`src/rtl/nrisc_pkg.sv`:
```
// Shared constants, state encoding and helpers for the nRisc boot sequencer.
// Address/data widths are fixed at one byte to match the nRisc memories.
package nrisc_pkg;

    localparam int unsigned ADDR_W  = 8;
    localparam int unsigned DATA_W  = 8;
    localparam int unsigned CYCLE_W = 16;

    localparam logic [DATA_W-1:0] HALT_OPCODE_DEFAULT = 8'h00;

    typedef enum logic [2:0] {
        IDLE     = 3'd0,
        GET_ICNT = 3'd1,
        LOAD_I   = 3'd2,
        GET_DCNT = 3'd3,
        LOAD_D   = 3'd4,
        RUN      = 3'd5,
        HALTED   = 3'd6
    } boot_state_e;

    // Saturating increment for the run-cycle counter.
    function automatic logic [CYCLE_W-1:0] sat_inc(input logic [CYCLE_W-1:0] v);
        return (v == {CYCLE_W{1'b1}}) ? v : v + 1'b1;
    endfunction

endpackage

```
`src/rtl/boot_load_counter.sv`:
```
// One byte-load channel: latches the byte count, then writes each loaded byte
// to consecutive addresses as a one-cycle strobe the cycle after it transfers.
module boot_load_counter
    import nrisc_pkg::*;
(
    input  logic              Clock,
    input  logic              Reset,
    input  logic              clear_i,
    input  logic              count_sel_i,
    input  logic              load_sel_i,
    input  logic              xfer_i,
    input  logic [DATA_W-1:0] byte_i,
    output logic              we_o,
    output logic [ADDR_W-1:0] addr_o,
    output logic [DATA_W-1:0] data_o,
    output logic              count_zero_o,
    output logic              done_o
);

    logic [ADDR_W-1:0] count_q;
    logic [ADDR_W-1:0] idx_q;
    logic              we_q;
    logic [ADDR_W-1:0] addr_q;
    logic [DATA_W-1:0] data_q;

    always_ff @(posedge Clock) begin
        if (Reset || clear_i) begin
            count_q <= '0;
            idx_q   <= '0;
            we_q    <= 1'b0;
            addr_q  <= '0;
            data_q  <= '0;
        end else begin
            we_q <= 1'b0;
            if (count_sel_i && xfer_i) begin
                count_q <= byte_i;
            end
            if (load_sel_i && xfer_i) begin
                we_q   <= 1'b1;
                addr_q <= idx_q;
                data_q <= byte_i;
                idx_q  <= idx_q + 1'b1;
            end
        end
    end

    // Count is at most 255, so idx_q never passes count_q and never wraps.
    assign count_zero_o = (byte_i == '0);
    assign done_o       = load_sel_i && xfer_i && (idx_q == count_q - ADDR_W'(1));

    assign we_o   = we_q;
    assign addr_o = addr_q;
    assign data_o = data_q;

endmodule

```
`src/rtl/boot_sequencer.sv`:
```
// Boot sequencer: streams an instruction image and a data image into the nRisc
// memories, releases the core from reset, then watches for halt or watchdog.
module boot_sequencer
    import nrisc_pkg::*;
#(
    parameter logic [DATA_W-1:0]  HALT_OPCODE = HALT_OPCODE_DEFAULT,
    parameter logic [CYCLE_W-1:0] MAX_CYCLES  = 16'd1000
) (
    input  logic               Clock,
    input  logic               Reset,
    input  logic               Start,
    input  logic [DATA_W-1:0]  InByte,
    input  logic               InValid,
    output logic               InReady,
    output logic               ImemWe,
    output logic [ADDR_W-1:0]  ImemAddr,
    output logic [DATA_W-1:0]  ImemData,
    output logic               DmemWe,
    output logic [ADDR_W-1:0]  DmemAddr,
    output logic [DATA_W-1:0]  DmemData,
    output logic               CpuReset,
    input  logic [DATA_W-1:0]  CpuInstr,
    output logic               Busy,
    output logic               Halted,
    output logic               TimedOut,
    output logic [CYCLE_W-1:0] CycleCount
);

    boot_state_e        state_q, state_d;
    logic               in_ready_q;
    logic               cpu_reset_q;
    logic               busy_q;
    logic               halted_q;
    logic               timed_out_q;
    logic [CYCLE_W-1:0] cycle_q;

    logic               xfer;
    logic               start_go;
    logic [CYCLE_W-1:0] cycle_inc;
    logic               opcode_halt;
    logic               watchdog;
    logic               i_zero, i_done, d_zero, d_done;

    // A byte moves only when the registered InReady and InValid coincide.
    assign xfer      = InValid && in_ready_q;
    assign start_go  = Start && (state_q == IDLE || state_q == HALTED);
    assign cycle_inc = sat_inc(cycle_q);
    // cycle_q is 0 only on the first RUN cycle, while the fetch settles.
    assign opcode_halt = (state_q == RUN) && (cycle_q != '0) && (CpuInstr == HALT_OPCODE);
    assign watchdog    = (state_q == RUN) && (cycle_inc == MAX_CYCLES);

    always_comb begin
        state_d = state_q;
        case (state_q)
            IDLE:     if (start_go) state_d = GET_ICNT;
            GET_ICNT: if (xfer)     state_d = i_zero ? GET_DCNT : LOAD_I;
            LOAD_I:   if (i_done)   state_d = GET_DCNT;
            GET_DCNT: if (xfer)     state_d = d_zero ? RUN : LOAD_D;
            LOAD_D:   if (d_done)   state_d = RUN;
            RUN:      if (opcode_halt || watchdog) state_d = HALTED;
            HALTED:   if (start_go) state_d = GET_ICNT;
            default:  state_d = IDLE;
        endcase
    end

    always_ff @(posedge Clock) begin
        if (Reset) begin
            state_q     <= IDLE;
            in_ready_q  <= 1'b0;
            cpu_reset_q <= 1'b1;
            busy_q      <= 1'b0;
            halted_q    <= 1'b0;
            timed_out_q <= 1'b0;
            cycle_q     <= '0;
        end else begin
            state_q     <= state_d;
            in_ready_q  <= state_d inside {GET_ICNT, LOAD_I, GET_DCNT, LOAD_D};
            cpu_reset_q <= (state_d != RUN);
            busy_q      <= !(state_d inside {IDLE, HALTED});
            if (start_go) begin
                halted_q    <= 1'b0;
                timed_out_q <= 1'b0;
                cycle_q     <= '0;
            end else if (state_q == RUN) begin
                cycle_q <= cycle_inc;
                // Opcode halt has priority; TimedOut only when the watchdog alone fires.
                if (opcode_halt) begin
                    halted_q <= 1'b1;
                end else if (watchdog) begin
                    halted_q    <= 1'b1;
                    timed_out_q <= 1'b1;
                end
            end else if (state_d == RUN) begin
                cycle_q <= '0;
            end
        end
    end

    boot_load_counter u_imem_ch (
        .Clock        (Clock),
        .Reset        (Reset),
        .clear_i      (start_go),
        .count_sel_i  (state_q == GET_ICNT),
        .load_sel_i   (state_q == LOAD_I),
        .xfer_i       (xfer),
        .byte_i       (InByte),
        .we_o         (ImemWe),
        .addr_o       (ImemAddr),
        .data_o       (ImemData),
        .count_zero_o (i_zero),
        .done_o       (i_done)
    );

    boot_load_counter u_dmem_ch (
        .Clock        (Clock),
        .Reset        (Reset),
        .clear_i      (start_go),
        .count_sel_i  (state_q == GET_DCNT),
        .load_sel_i   (state_q == LOAD_D),
        .xfer_i       (xfer),
        .byte_i       (InByte),
        .we_o         (DmemWe),
        .addr_o       (DmemAddr),
        .data_o       (DmemData),
        .count_zero_o (d_zero),
        .done_o       (d_done)
    );

    assign InReady    = in_ready_q;
    assign CpuReset   = cpu_reset_q;
    assign Busy       = busy_q;
    assign Halted     = halted_q;
    assign TimedOut   = timed_out_q;
    assign CycleCount = cycle_q;

endmodule
```
`config.mk`:
```
export PLATFORM = sky130hd
export DESIGN_NAME = boot_sequencer
export DESIGN_NICKNAME = d
export VERILOG_FILES = /design/src/rtl/nrisc_pkg.sv /design/src/rtl/boot_load_counter.sv /design/src/rtl/boot_sequencer.sv
export SDC_FILE = /design/constraint.sdc
export NUM_CORES = 1
export LEC_CHECK = 0
export ABC_AREA = 0
export BUFFER_PORTS_ARGS = -buffer_cell sky130_fd_sc_hd__clkbuf_2
export CAP_MARGIN = 20
export CORE_UTILIZATION = 40
export DETAILED_ROUTE_END_ITERATION = 10
export MAX_ROUTING_LAYER = met4
export SETUP_SLACK_MARGIN = 0.02
export SLEW_MARGIN = 15
export SYNTH_ARGS = -nofsm -noshare
export SYNTH_HDL_FRONTEND = slang
export SYNTH_SLANG_ARGS = --single-unit
```
`constraint.sdc`:
```
create_clock -name Clock -period 3.1 [get_ports Clock]
set_input_delay 0.31 -clock Clock [delete_from_list [all_inputs] [get_ports Clock]]
set_output_delay 0.31 -clock Clock [all_outputs]
set_load 0.01 [all_outputs]
```
==> results of run 1 <==
[layout make-up]
type | count | area, um^2 | share of cell area
clock buffers | 11 | 243 | 0.0451
clock inverters | 5 | 60.1 | 0.0112
inverters | 15 | 56.3 | 0.0105
multi-input cells | 438 | 2610 | 0.486
flip-flops and latches | 90 | 1800 | 0.335
well taps | 140 | 175 | 0.0326
repair buffers | 80 | 428 | 0.0796
[routing by layer]
| metal | vias to the layer above | global-route usage | wire (um) |
|---|---|---|---|
| li1 | 2164 | - | - |
| met1 | 1976 | 0.295 | 5990 |
| met2 | 155 | 0.331 | 5580 |
| met3 | 42 | 0.0575 | 639 |
| met4 | 0 | 0.111 | 427 |
| met5 | - | - | 0 |
[synth_stat cells (all sizes together) (2+ instances only)]
| cell type | n | area [um^2] |
|---|---|---|
| ha | 6 | 75.1 |
| and2 | 3 | 18.8 |
| nand3 | 20 | 100 |
| inv | 15 | 56.3 |
| nand2 | 101 | 382 |
| clkbuf | 28 | 108 |
| or4 | 2 | 22.5 |
| nand2b | 6 | 37.5 |
| nor4 | 12 | 90.1 |
| xor2 | 16 | 140 |
| o21ai | 24 | 120 |
| nor2 | 49 | 184 |
| buf | 9 | 42.5 |
| and4 | 7 | 61.3 |
| or3 | 7 | 48.8 |
| nor4b | 2 | 17.5 |
| nor3 | 19 | 100 |
| a311oi | 2 | 17.5 |
| a21oi | 61 | 309 |
| dfxtp | 90 | 1800 |
| xnor2 | 19 | 166 |
| nor2b | 2 | 12.5 |
| o22ai | 3 | 18.8 |
| a2111o | 2 | 32.5 |
| o21a | 3 | 22.5 |
| a21o | 4 | 30.0 |
| o31a | 2 | 17.5 |
| o31ai | 6 | 45.0 |
| nand4b | 2 | 17.5 |
| nand4 | 18 | 131 |
| and3 | 5 | 31.3 |
| mux2i | 11 | 110 |
| a41oi | 6 | 71.3 |
| a31oi | 6 | 52.6 |
[where the power goes]
group	total (mW)	switching, mW	leakage (nW)	internal (mW)
registers	1.17	0.0107	0.726	1.16
clock network	1.14	0.488	0.147	0.652
logic	0.128	0.0840	1.08	0.0435
[through the flow]
stage	utilization	total power [mW]
2_1_floorplan	-	1.27
3_3_place_gp	0.460	1.33
3_5_place_dp	0.460	1.33
4_1_cts	0.487	2.47
5_1_grt	0.487	2.53
6_report	0.487	2.44
[final timing paths]
| check | end | slack (ns) |
|---|---|---|
| setup / recovery | Busy$_SDFF_PP0_ | 0.33 |
| hold / removal | u_dmem_ch.count_q[1]$_SDFFE_PP0P_ | 0.26 |
| setup reg to reg | Busy$_SDFF_PP0_ | 0.33 |
| hold reg to reg | u_imem_ch.addr_o[0]$_SDFFE_PP0P_ | 0.45 |
[sequential cells by signal, indices dropped and copies added, names as in the netlist, 3 cells and up]
register           flops
CycleCount            16
u_dmem_ch.addr_o       8
u_dmem_ch.count_q      8
u_dmem_ch.data_o       8
u_dmem_ch.idx_q        8
u_imem_ch.addr_o       8
u_imem_ch.count_q      8
u_imem_ch.data_o       8
u_imem_ch.idx_q        8
state_q                3
[cell families (layout without fill, tap and decap cells)]
group | count (synthesis) | after routing | share of synthesized area
multiplexers | 12 | 12 | 0.0272
AND/OR/NAND/NOR | 259 | 259 | 0.280
XOR/XNOR | 35 | 35 | 0.0665
buffers and inverters | 52 | 111 | 0.0448
flip-flops | 90 | 90 | 0.391
adder cells (fa/ha/maj) | 6 | 6 | 0.0163
AO/OA/AOI/OAI | 126 | 126 | 0.175
[critical path, cell delays in order, from the launching register on]
cell and delay, ns:
sky130_fd_sc_hd__dfxtp_1 0.47, sky130_fd_sc_hd__ha_1 0.26, sky130_fd_sc_hd__nand3_1 0.31, sky130_fd_sc_hd__nor4_1 0.50, sky130_fd_sc_hd__xnor2_1 0.21, sky130_fd_sc_hd__nand3_1 0.12, sky130_fd_sc_hd__or4_4 0.55, sky130_fd_sc_hd__a22o_2 0.25
==> run summary, run 1 <==
The run finished with clean final reports. The synthesized design contains 0 enable-type register cells. In this run the worst setup path begins at CycleCount[0]$_SDFFE_PP0P_. The number of nets with antenna violations after detailed routing came out at 0. The source of the worst register-to-register timing path was CycleCount[0]$_SDFFE_PP0P_. Detailed routing inserted a total of 4337 vias.

The mapped netlist covers 4610 um^2. The number of filler instances in the final layout is 1111, and the areal power density over the cells is 454 nW/um^2. The tools report the non-filler instance count after layout as 779. For the remaining global-route overflow, the log shows 0. For the pin with the worst max-slew slack, the measured transition is 0.786 ns. CTS built an H-tree with a depth of 3. The tools report the number of global-route vias before repair as 4016. The data arrival time at the worst-slack endpoint came out at 3.02 ns. The tools report the origin of the worst min-delay path as InByte[1]. The library cells used most frequently in the layout, excluding fill and tap cells, are sky130_fd_sc_hd__nand2_1 (100), sky130_fd_sc_hd__dfxtp_1 (90), sky130_fd_sc_hd__clkbuf_2 (74). Once the clock tree was built, the setup fixing pass inserted 0 buffers. The number of antenna diodes in the final layout is 0. Worst path required time: 3.34 ns.

TritonCTS built the clock tree. The initial antenna violation count came out at 0. The summed negative setup slack over all endpoints came out at 0 ns. In this run the static leakage power is 1.95 nW. The floorplan die width is 109 um, and the clock slew at the register clock pins of the worst setup and hold paths is 0.07 ns. The die covers 12000 um^2. Leaving out fill and tap cells, the most frequent cell in the layout is sky130_fd_sc_hd__nand2_1. By startpoint and endpoint, the worst setup path is classified as flop to flop. Relative to the synthesized area, the layout overhead comes to 16.7%. For the largest net degree at the start of global routing, the log shows 58. The post-CTS resize count was 0. The type of element capturing the critical path was a flop. The run gives 38 as the cell row count.

The number of hold violations in the final report was 0; the share of the clock period used by the worst path was 0.894. The tightest min-delay check is of the input pin to flop type. At the later pin of the worst-skew pair, clock insertion delay measures 0.35 ns.

The share of final-layout standard cells stronger than drive strength 1 is 0.180. The tools report the standard cell core area as 11000 um^2. Synthesis handed over a netlist of 580 instances. The average instance area after synthesis was 7.95 um^2.

75 I/O pins were placed. At the end of the flow, the number of nets in the layout was 660. Buffers inserted during clock tree synthesis total 9.

The number of stages on the worst hold path is 3, and the first-pass GRT wire length is 20.0 mm. The smallest hold slack was 0.257 ns. The tools report the maximum resistive drop on vdd as 286 uV. Post-placement cell area: 5070 um^2.

Across the run, the number of max-cap violations was 0. Along the worst path, the maximum fanout reaches 9. The tools report the final design instance area without fill as 5380 um^2. The run gives 0.473 as the relative slew slack. The final worst-path setup slack was 0.328 ns. The run gives 57 as the number of distinct library cells after synthesis. The worst setup path is launched from a flop. From bottom edge to top edge, the die measures 109 um.

The run gives 0 as the count of endpoints failing setup in the final report. Counting tap cells, the placed design contains a total of 763 instances. The tools report the number of synthesis warnings as 0.

When the netlist entered floorplanning its net count stood at 606. The run gives 8.78 mm as the sum of net half-perimeters after detailed placement. Summed over all layers, the routed wires come to 12.6 mm.

Buffers inserted to repair hold after CTS numbered 0. The logic depth of the worst register-to-register path was 7; the detailed-router iteration count before antenna repair was 5. The run gives 0.391 as the sequential area share after synthesis. The logs give 2 for the maximum number of buffers from clock root to sink and 0.379 ns for the worst setup slack after placement. The via count normalized by instance count was 5.57; the global router's overall resource usage was 0.228. In this run, synthesis produced a sequential element count of 90. Static timing analysis puts the maximum clock frequency at 361 MHz.

The tools report the final routed DRC violation total as 0. Dividing the detail-routed wire length by the instance count gives 16.2 um. Routability-driven placement finished with a final weighted congestion of 0.995. The prevailing post-synth register cell is sky130_fd_sc_hd__dfxtp_1. Max-slew violation count: 0. Setup repair after global routing left no endpoint under its margin. For the final database, setup skew stands at 0.00535 ns.

In this run the tool buffered the top-level ports with 74 buffer cells. The tree built by TritonCTS fans out to 90 sinks. The routed design could run at a clock period as short as 2.77 ns. CTS placed an instance of sky130_fd_sc_hd__clkbuf_16 at the clock tree root. The share of synthesized flip-flops with an asynchronous set or reset was 0. For this block, the initial DRC count from the detailed router was 391. The tools report the starting utilization of the core area as 0.418.
Note: power is estimated with default switching activity, not from simulation.
==> run 2: changes to the inputs <==
- CELL_PAD_IN_SITES_DETAIL_PLACEMENT: unset -> 0
- CELL_PAD_IN_SITES_GLOBAL_PLACEMENT: unset -> 1
- PLACE_DENSITY_LB_ADDON: unset -> 0.1
==> run 2 against run 1 <==
  * Via count decreased by 0.71%
  * Maximum frequency is 0.14% higher
  * Global-route usage is 0.11 points higher
  * Critical path depth stayed put
  * Clock power shrank 5%
  * Final cell count shrank 0.13%
  * Final area shrank 0.19%
  * Wire length shrank 0.81%
  * Flip-flop and latch count stayed put
  * Utilization down 0.091 points
  * Highest routed layer unchanged
==> run summary, run 2 (synthesized netlist as in run 1, its figures left out) <==
The run gives 9 (unchanged) as the number of buffers added by the clock tree synthesis step. The via total after detailed routing came out at 4306 (-0.71%). Traced cell by cell, the critical path runs through ha_1 -> nand3_1 -> nor4_4 -> o21a_1 -> o221ai_1 -> or4_4 -> a22o_2. The post-CTS resize count was 0 (unchanged); the share of the clock period used by the worst path was 0.893 (-0.00128).

The library cell used most frequently in the layout, excluding fill and tap cells, is sky130_fd_sc_hd__nand2_1. The number of buffers added on ports was 74 (unchanged); the per-cell routed wire length was 16.1 um (-0.68%). For the leakage power summed over all cells, the log shows 1.95 nW (-0.17%). The cell row count is 38 (unchanged), and the standard cell core area is 11000 um^2 (unchanged).

The floorplan die width was 109 um (unchanged). The logs give 90 (unchanged) for the total number of clock tree sinks and 0.33 ns (about the same) for the worst-case register-to-register setup slack. The clock slew at the register clock pins of the worst setup and hold paths is 0.06 ns (about the same), and the number of hold violations in the final report is 0 (unchanged). The logs give 764 (+0.13%) for the cell count after placement and 0.229 (+0.00110) for the global router's overall resource usage. For the max-slew violation count, the log shows 0 (unchanged).

The tools report the final routed DRC violation total as 0 (unchanged). The worst hold path class is input pin to flop. The worst path required time was 3.33 ns (about the same). For the non-filler instance count after layout, the log shows 778 (-0.13%).

For the clock latency of the later-clocked register in the worst-skew pair, the log shows 0.34 ns (about the same). The setup skew after layout is 0.00452 ns (-0.000830 ns). The routed wire length was 12.5 mm (-0.81%); the maximum number of buffers from clock root to sink was 2 (unchanged).

TritonCTS built the clock tree. The overall die height was 109 um (unchanged); the level count of the clock H-tree was 3 (unchanged). Category of the most critical setup path: flop to flop. The library cells used most frequently in the layout, excluding fill and tap cells, are sky130_fd_sc_hd__nand2_1 (100), sky130_fd_sc_hd__dfxtp_1 (90), sky130_fd_sc_hd__clkbuf_2 (74).

The detailed-router iteration count before antenna repair came out at 5 (unchanged). The number of flip-flops in the largest register was 16 (unchanged). The share of final-layout standard cells stronger than drive strength 1 came out at 0.177 (-0.00285). The slowest stage of the critical path belongs to the cell sky130_fd_sc_hd__or4_4. Highest attainable clock frequency: 361 MHz (+0.14%). The tools report the total I/O pin count as 75 (unchanged).

The run gives 0 (unchanged) as the number of nets with antenna violations after detailed routing. The logs give 42 (-28%) for the largest net degree at the start of global routing and 0.418 (unchanged) for the starting utilization of the core area. The worst stage delay on the critical path is 0.59 ns (+0.04 ns), and the summed negative setup slack over all endpoints is 0 ns (unchanged).

The count of max-cap constraint violations was 0 (unchanged). The pin slew with the least headroom to its limit is 0.846 ns (+0.0602 ns), and the number of DRC markers in iteration 0 is 331 (-15%). Setup repair after global routing left no endpoint under its margin. The tools report the data arrival time at the worst-slack endpoint as 3.00 ns (-0.02 ns). The count of buffer and inverter cells on the critical path was 0 (unchanged); the first-pass GRT wire length was 20.4 mm (+2.0%). The top fanout value on the critical path is 9 (unchanged). The via count normalized by instance count is 5.53 (-0.59%). The largest delay contributor family on the critical path is simple AND/OR/NAND/NOR gates. The final weighted congestion in routability-driven placement was 0.879 (-12%); the number of global-route vias before repair was 3936 (-2.0%). CTS placed an instance of sky130_fd_sc_hd__clkbuf_16 at the clock tree root. The clock period minus final worst setup slack is 2.77 ns (-0.00398 ns). The tools report the type of element capturing the critical path as a flop. The logs give 661 (+0.15%) for the number of nets in the final layout and 12000 um^2 (unchanged) for the floorplan die area.

The remaining global-route overflow came out at 0 (unchanged). Relative to the synthesized area, the layout overhead comes to 16.5%. Areal power density over the cells: 444 nW/um^2 (-2.2%). The count of endpoints failing setup in the final report is 0 (unchanged), and the number of buffers inserted to repair setup after CTS is 0 (unchanged).

The run finished with clean final reports. The logs give 0 (unchanged) for the hold-fix buffer count after cts and 301 uV (+5.2%) for the maximum resistive drop on vdd. The sum of net half-perimeters after detailed placement was 8.74 mm (-0.38%). The worst setup path is launched from a flop. The run gives 0 (unchanged) as the count of antenna diodes in the layout. The run gives 0.433 (-0.0404) as the relative slew slack. The initial antenna violation count is 0 (unchanged).
-- run 2: cell type report --
cell class	instances	area (um^2)
inverter	15	56.3
sequential	90	1800
timing repair buffer	81	435
clock inverter	2	38.8
fill	1138	5660
multi-input combinational	438	2610
clock buffer	12	246
tap	140	175
-- run 2: worst paths after layout --
path                               startpoint                               end  cells past startpoint
min                                     Reset             state_q[1]$_SDFF_PP0_                      2
min reg2reg  u_dmem_ch.data_o[6]$_SDFFE_PP0P_  u_dmem_ch.data_o[6]$_SDFFE_PP0P_                      2
max                CycleCount[0]$_SDFFE_PP0P_                   Busy$_SDFF_PP0_                      7
max reg2reg        CycleCount[0]$_SDFFE_PP0P_                   Busy$_SDFF_PP0_                      7
-- run 2: where the power goes --
group	total, mW	internal [mW]	leakage, nW	switching (mW)
sequential	1.17	1.16	0.726	0.0106
combinational	0.129	0.0448	1.08	0.0844
clock	1.08	0.640	0.139	0.439
total	2.38	1.85	1.95	0.534
-- run 2: layer usage --
layer	GRT usage	vias up	wire, um
li1	-	2162	-
met1	0.317	1987	6180
met2	0.332	136	5470
met3	0.0403	21	652
met4	0.0857	0	227
met5	-	-	0
-- run 2: stage by stage --
stage	setup WS [ns]	hold slack, ns	cell area (um^2)	total power, mW	util
2_1_floorplan	0.660	0.446	4610	1.27	-
3_3_place_gp	0.502	0.441	5080	1.33	0.461
3_5_place_dp	0.424	0.446	5080	1.33	0.461
4_1_cts	0.393	0.253	5370	2.42	0.487
5_1_grt	0.155	0.265	5370	2.49	0.487
6_report	0.332	0.260	5370	2.38	0.487
-- run 2: worst reg2reg max path, delay by kind of cell, from the launching register on --
kind            cells  cell delay [ns]
compound gates      3             0.59
fa+ha+maj           1             0.25
flops               1             0.47
simple gates        3             1.36
==> run 3: changes to the inputs <==
- SYNTH_HIERARCHICAL: unset -> 1
==> run 3 against run 2 <==
  * Worst setup slack improved by 0.0033 ns
  * Non-clock buffer count up 8
  * Die area down 1.2%
  * Critical path type unchanged
==> run summary, run 3 <==
The via count normalized by instance count came out at 5.40 (-2.3%). The type of element capturing the critical path is a flop. The via total after detailed routing is 4232 (-1.7%), and the smallest hold slack is 0.275 ns (+0.0144 ns).

The sum of net half-perimeters after detailed placement was 8.33 mm (-4.7%); the area added between synthesis and finish was 17.7%. The post-placement cell area is 5030 um^2 (-1.0%), and the complex-gate fraction of the synthesized area is 0.154 (-0.0207). The per-cell routed wire length works out to 15.3 um (-5.0%).

Post-synthesis mux area share: 0.0135 (-0.0137). The share of final-layout standard cells stronger than drive strength 1 was 0.198 (+0.0204); the cell row count was 38 (unchanged). The flow ran to the end, and the final reports show no timing, DRC or antenna violations. The run gives 535 uW (+0.23%) as the net switching component of the power. The number of buffers added on ports is 74 (unchanged). After synthesis, the cell types taking the most area are sky130_fd_sc_hd__dfxtp_1 (40%), sky130_fd_sc_hd__nand2_1 (9.4%), sky130_fd_sc_hd__a21oi_1 (7.1%), sky130_fd_sc_hd__xor2_1 (4.2%), sky130_fd_sc_hd__nor2_1 (3.6%). The run gives 0.041 (-0.013) as the combinational cell fraction of total power. The top-area cell type share of the netlist area works out to 0.396 (+0.00473). The areal power density over the cells is 457 nW/um^2 (+3.0%).

The data arrival time at the worst-slack endpoint was 3.05 ns (+0.05 ns). The count of endpoints failing setup in the final report is 0 (unchanged), and the starting utilization of the core area is 0.415 (-0.00320). The logs give 0 (unchanged) for the number of nets with antenna violations after detailed routing and 5 (unchanged) for the detailed-router iteration count before antenna repair. The final design instance area without fill was 5360 um^2 (-0.14%); the worst setup slack after placement was 0.234 ns (-0.190 ns). Top fanout value on the critical path: 11 (+2). For the level count of the clock H-tree, the log shows 3 (unchanged). By count the netlist is led by sky130_fd_sc_hd__nand2_1 (114), sky130_fd_sc_hd__dfxtp_1 (90), sky130_fd_sc_hd__a21oi_1 (65), sky130_fd_sc_hd__nor2_1 (44), sky130_fd_sc_hd__nand3_1 (29).

The clock slew at the register clock pins of the worst setup and hold paths is 0.06 ns (about the same), and the initial antenna violation count is 0 (unchanged). The post-synthesis net count is 600 (-0.99%). The number of DRC markers in iteration 0 was 193 (-42%); the summed negative setup slack over all endpoints was 0 ns (unchanged). The total I/O pin count is 75 (unchanged), and the number of storage elements in the synthesis netlist is 90 (unchanged). Leaving out fill and tap cells, the most frequent cell in the layout is sky130_fd_sc_hd__nand2_1. The tools report the number of global-route vias before repair as 3909 (-0.69%).

STA classifies the critical path startpoint as a flop. The logs give 0.879 (unchanged) for the final weighted congestion in routability-driven placement and 362 MHz (+0.12%) for the highest attainable clock frequency. The average instance area after synthesis works out to 7.93 um^2 (-0.16%). The fraction of power consumed by the clock network is 0.482 (+0.029).

The simple-gate share of the synthesized area was 0.300 (+0.0204). The tools report the cell count after placement as 767 (+0.39%). Category of the most critical setup path: flop to flop. Number of synthesis warnings: 6 (+6). Setup repair after global routing left no endpoint under its margin.

The total number of clock tree sinks was 90 (unchanged). Number of flops mapped to enable cells by yosys: 0 (unchanged). In this run the clock root is driven by a sky130_fd_sc_hd__clkbuf_16. The share of the clock period used by the worst path was 0.892 (-0.00107); the hold-fix buffer count after cts was 0 (unchanged). Instance count of the mapped netlist: 574 (-1.0%). The clock latency of the later-clocked register in the worst-skew pair was 0.35 ns (about the same); the leakage power summed over all cells was 2.02 nW (+3.7%).

The standard cell core area is 11000 um^2 (-0.43%). Yosys instantiated no cell more often than sky130_fd_sc_hd__nand2_1. The final routed DRC violation total is 0 (unchanged), and the number of flip-flops in the largest register is 16 (unchanged). For the routed wire length, the log shows 12.0 mm (-4.4%). The tools report the number of nets in the final layout as 664 (+0.45%). Internal power: 1.91 mW (+3.6%). For the count of antenna diodes in the layout, the log shows 0 (unchanged). The max-slew violation count is 0 (unchanged), and the remaining global-route overflow is 0 (unchanged). The tools report the utilization after layout as 0.488 (+0.00142). The number of buffers added by the clock tree synthesis step is 9 (unchanged), and the sequential area share after synthesis is 0.396 (+0.00473).

The run gives 783 (+0.64%) as the non-filler instance count after layout. Net switching share of the total power: 0.218 (-0.00570). The tools report the setup skew after layout as 0.00535 ns (+0.000830 ns). The first-pass GRT wire length is 19.4 mm (-4.8%).

The final worst-path setup slack was 0.335 ns (+0.00332 ns). The prevailing post-synth register cell is sky130_fd_sc_hd__dfxtp_1. The share of synthesized flip-flops with an asynchronous set or reset was 0 (unchanged). The area share of fa/ha/maj cells after synthesis works out to 0.0165 (+0.000197).

The floorplan die width works out to 109 um (-0.59%). The tools report the post-CTS resize count as 0 (unchanged). The clock period minus final worst setup slack was 2.76 ns (-0.00332 ns). The number of distinct library cells after synthesis is 60 (+5.3%).

The worst hold path class is input pin to flop. After synthesis, the largest family of logic cells by area is simple AND/OR/NAND/NOR gates. For the count of max-cap constraint violations, the log shows 0 (unchanged).

The relative slew slack is 0.556 (+0.123). The synthesized area was 4550 um^2 (-1.2%); the global router's overall resource usage was 0.220 (-0.00954). The total chip power was 2.45 mW (+2.8%); the largest net degree at the start of global routing was 34 (-19%).

For the floorplan die area, the log shows 11800 um^2 (-1.2%). TritonCTS built the clock tree. Sequential group share of total power: 0.476 (-0.017).

The run gives 0 (unchanged) as the number of buffers inserted to repair setup after CTS. The worst path required time came out at 3.38 ns (+0.05 ns). The xor and xnor area share after synthesis is 0.0712 (+0.00465), and the maximum number of buffers from clock root to sink is 2 (unchanged).

The maximum resistive drop on vdd was 282 uV (-6.6%); the pin slew with the least headroom to its limit was 0.663 ns (-0.183 ns). The overall die height is 109 um (-0.59%), and the number of hold violations in the final report is 0 (unchanged). The largest total area in the synthesized netlist belongs to sky130_fd_sc_hd__dfxtp_1. The library cells used most frequently in the layout, excluding fill and tap cells, are sky130_fd_sc_hd__nand2_1 (114), sky130_fd_sc_hd__dfxtp_1 (90), sky130_fd_sc_hd__clkbuf_2 (74).
run 3: critical path, cell delays in order (launching register included):
cell and delay, ns:
sky130_fd_sc_hd__dfxtp_1 0.46, sky130_fd_sc_hd__inv_1 0.07, sky130_fd_sc_hd__ha_1 0.27, sky130_fd_sc_hd__xor2_1 0.16, sky130_fd_sc_hd__nor2_1 0.05, sky130_fd_sc_hd__a21oi_1 0.16, sky130_fd_sc_hd__a211o_1 0.16, sky130_fd_sc_hd__nor4_2 0.04
sky130_fd_sc_hd__mux2_2 0.26, sky130_fd_sc_hd__a22oi_1 0.21, sky130_fd_sc_hd__o32ai_2 0.17, sky130_fd_sc_hd__a211oi_1 0.23, sky130_fd_sc_hd__buf_4 0.23, sky130_fd_sc_hd__a21oi_1 0.06, sky130_fd_sc_hd__a21oi_1 0.14
run 3: power by group through the flow:
stage	sequential (mW)	combinational [mW]	clock [mW]
CTS	1.17	0.101	1.21
global route	1.17	0.111	1.26
floorplan	1.19	0.0611	0
detailed placement	1.19	0.101	0
finish	1.17	0.102	1.18
global placement	1.19	0.100	0
run 3: cells by family (layout without fill, tap and decap cells):
logic type               count (synthesis)  after routing
multiplexers                             6              6
adder cells (fa/ha/maj)                  6              6
XOR/XNOR                                37             37
flip-flops                              90             90
AO/OA/AOI/OAI                          120            120
AND/OR/NAND/NOR                        268            268
buffers and inverters                   47            116
run 3: path summary, 6_finish.rpt:
path	end	slack [ns]	cells past startpoint	from
min reg2reg	u_dmem_ch/data_o[6]$_SDFFE_PP0P_	0.45	2	u_dmem_ch/data_o[6]$_SDFFE_PP0P_
max	CycleCount[7]$_SDFFE_PP0P_	0.34	14	u_dmem_ch/count_q[0]$_SDFFE_PP0P_
min	u_dmem_ch/data_o[4]$_SDFFE_PP0P_	0.27	3	InByte[4]
max reg2reg	CycleCount[7]$_SDFFE_PP0P_	0.34	14	u_dmem_ch/count_q[0]$_SDFFE_PP0P_
run 3: final cells by class:
type / count / area (um^2)
Inverter: 11 / 41.3
Clock buffer: 10 / 239
Sequential cell: 90 / 1800
Tap cell: 140 / 175
Multi-Input combinational cell: 437 / 2540
Fill cell: 1080 / 5620
Timing Repair Buffer: 89 / 483
Clock inverter: 6 / 80.1
run 3: per-layer routing:
metal  wire [um]  global-route usage  vias to the layer above
met1        5930               0.293                     1992
met5           0                   -                        -
li1            -                   -                     2130
met4         188              0.0946                        0
met2        5380               0.330                       97
met3         486              0.0335                       13
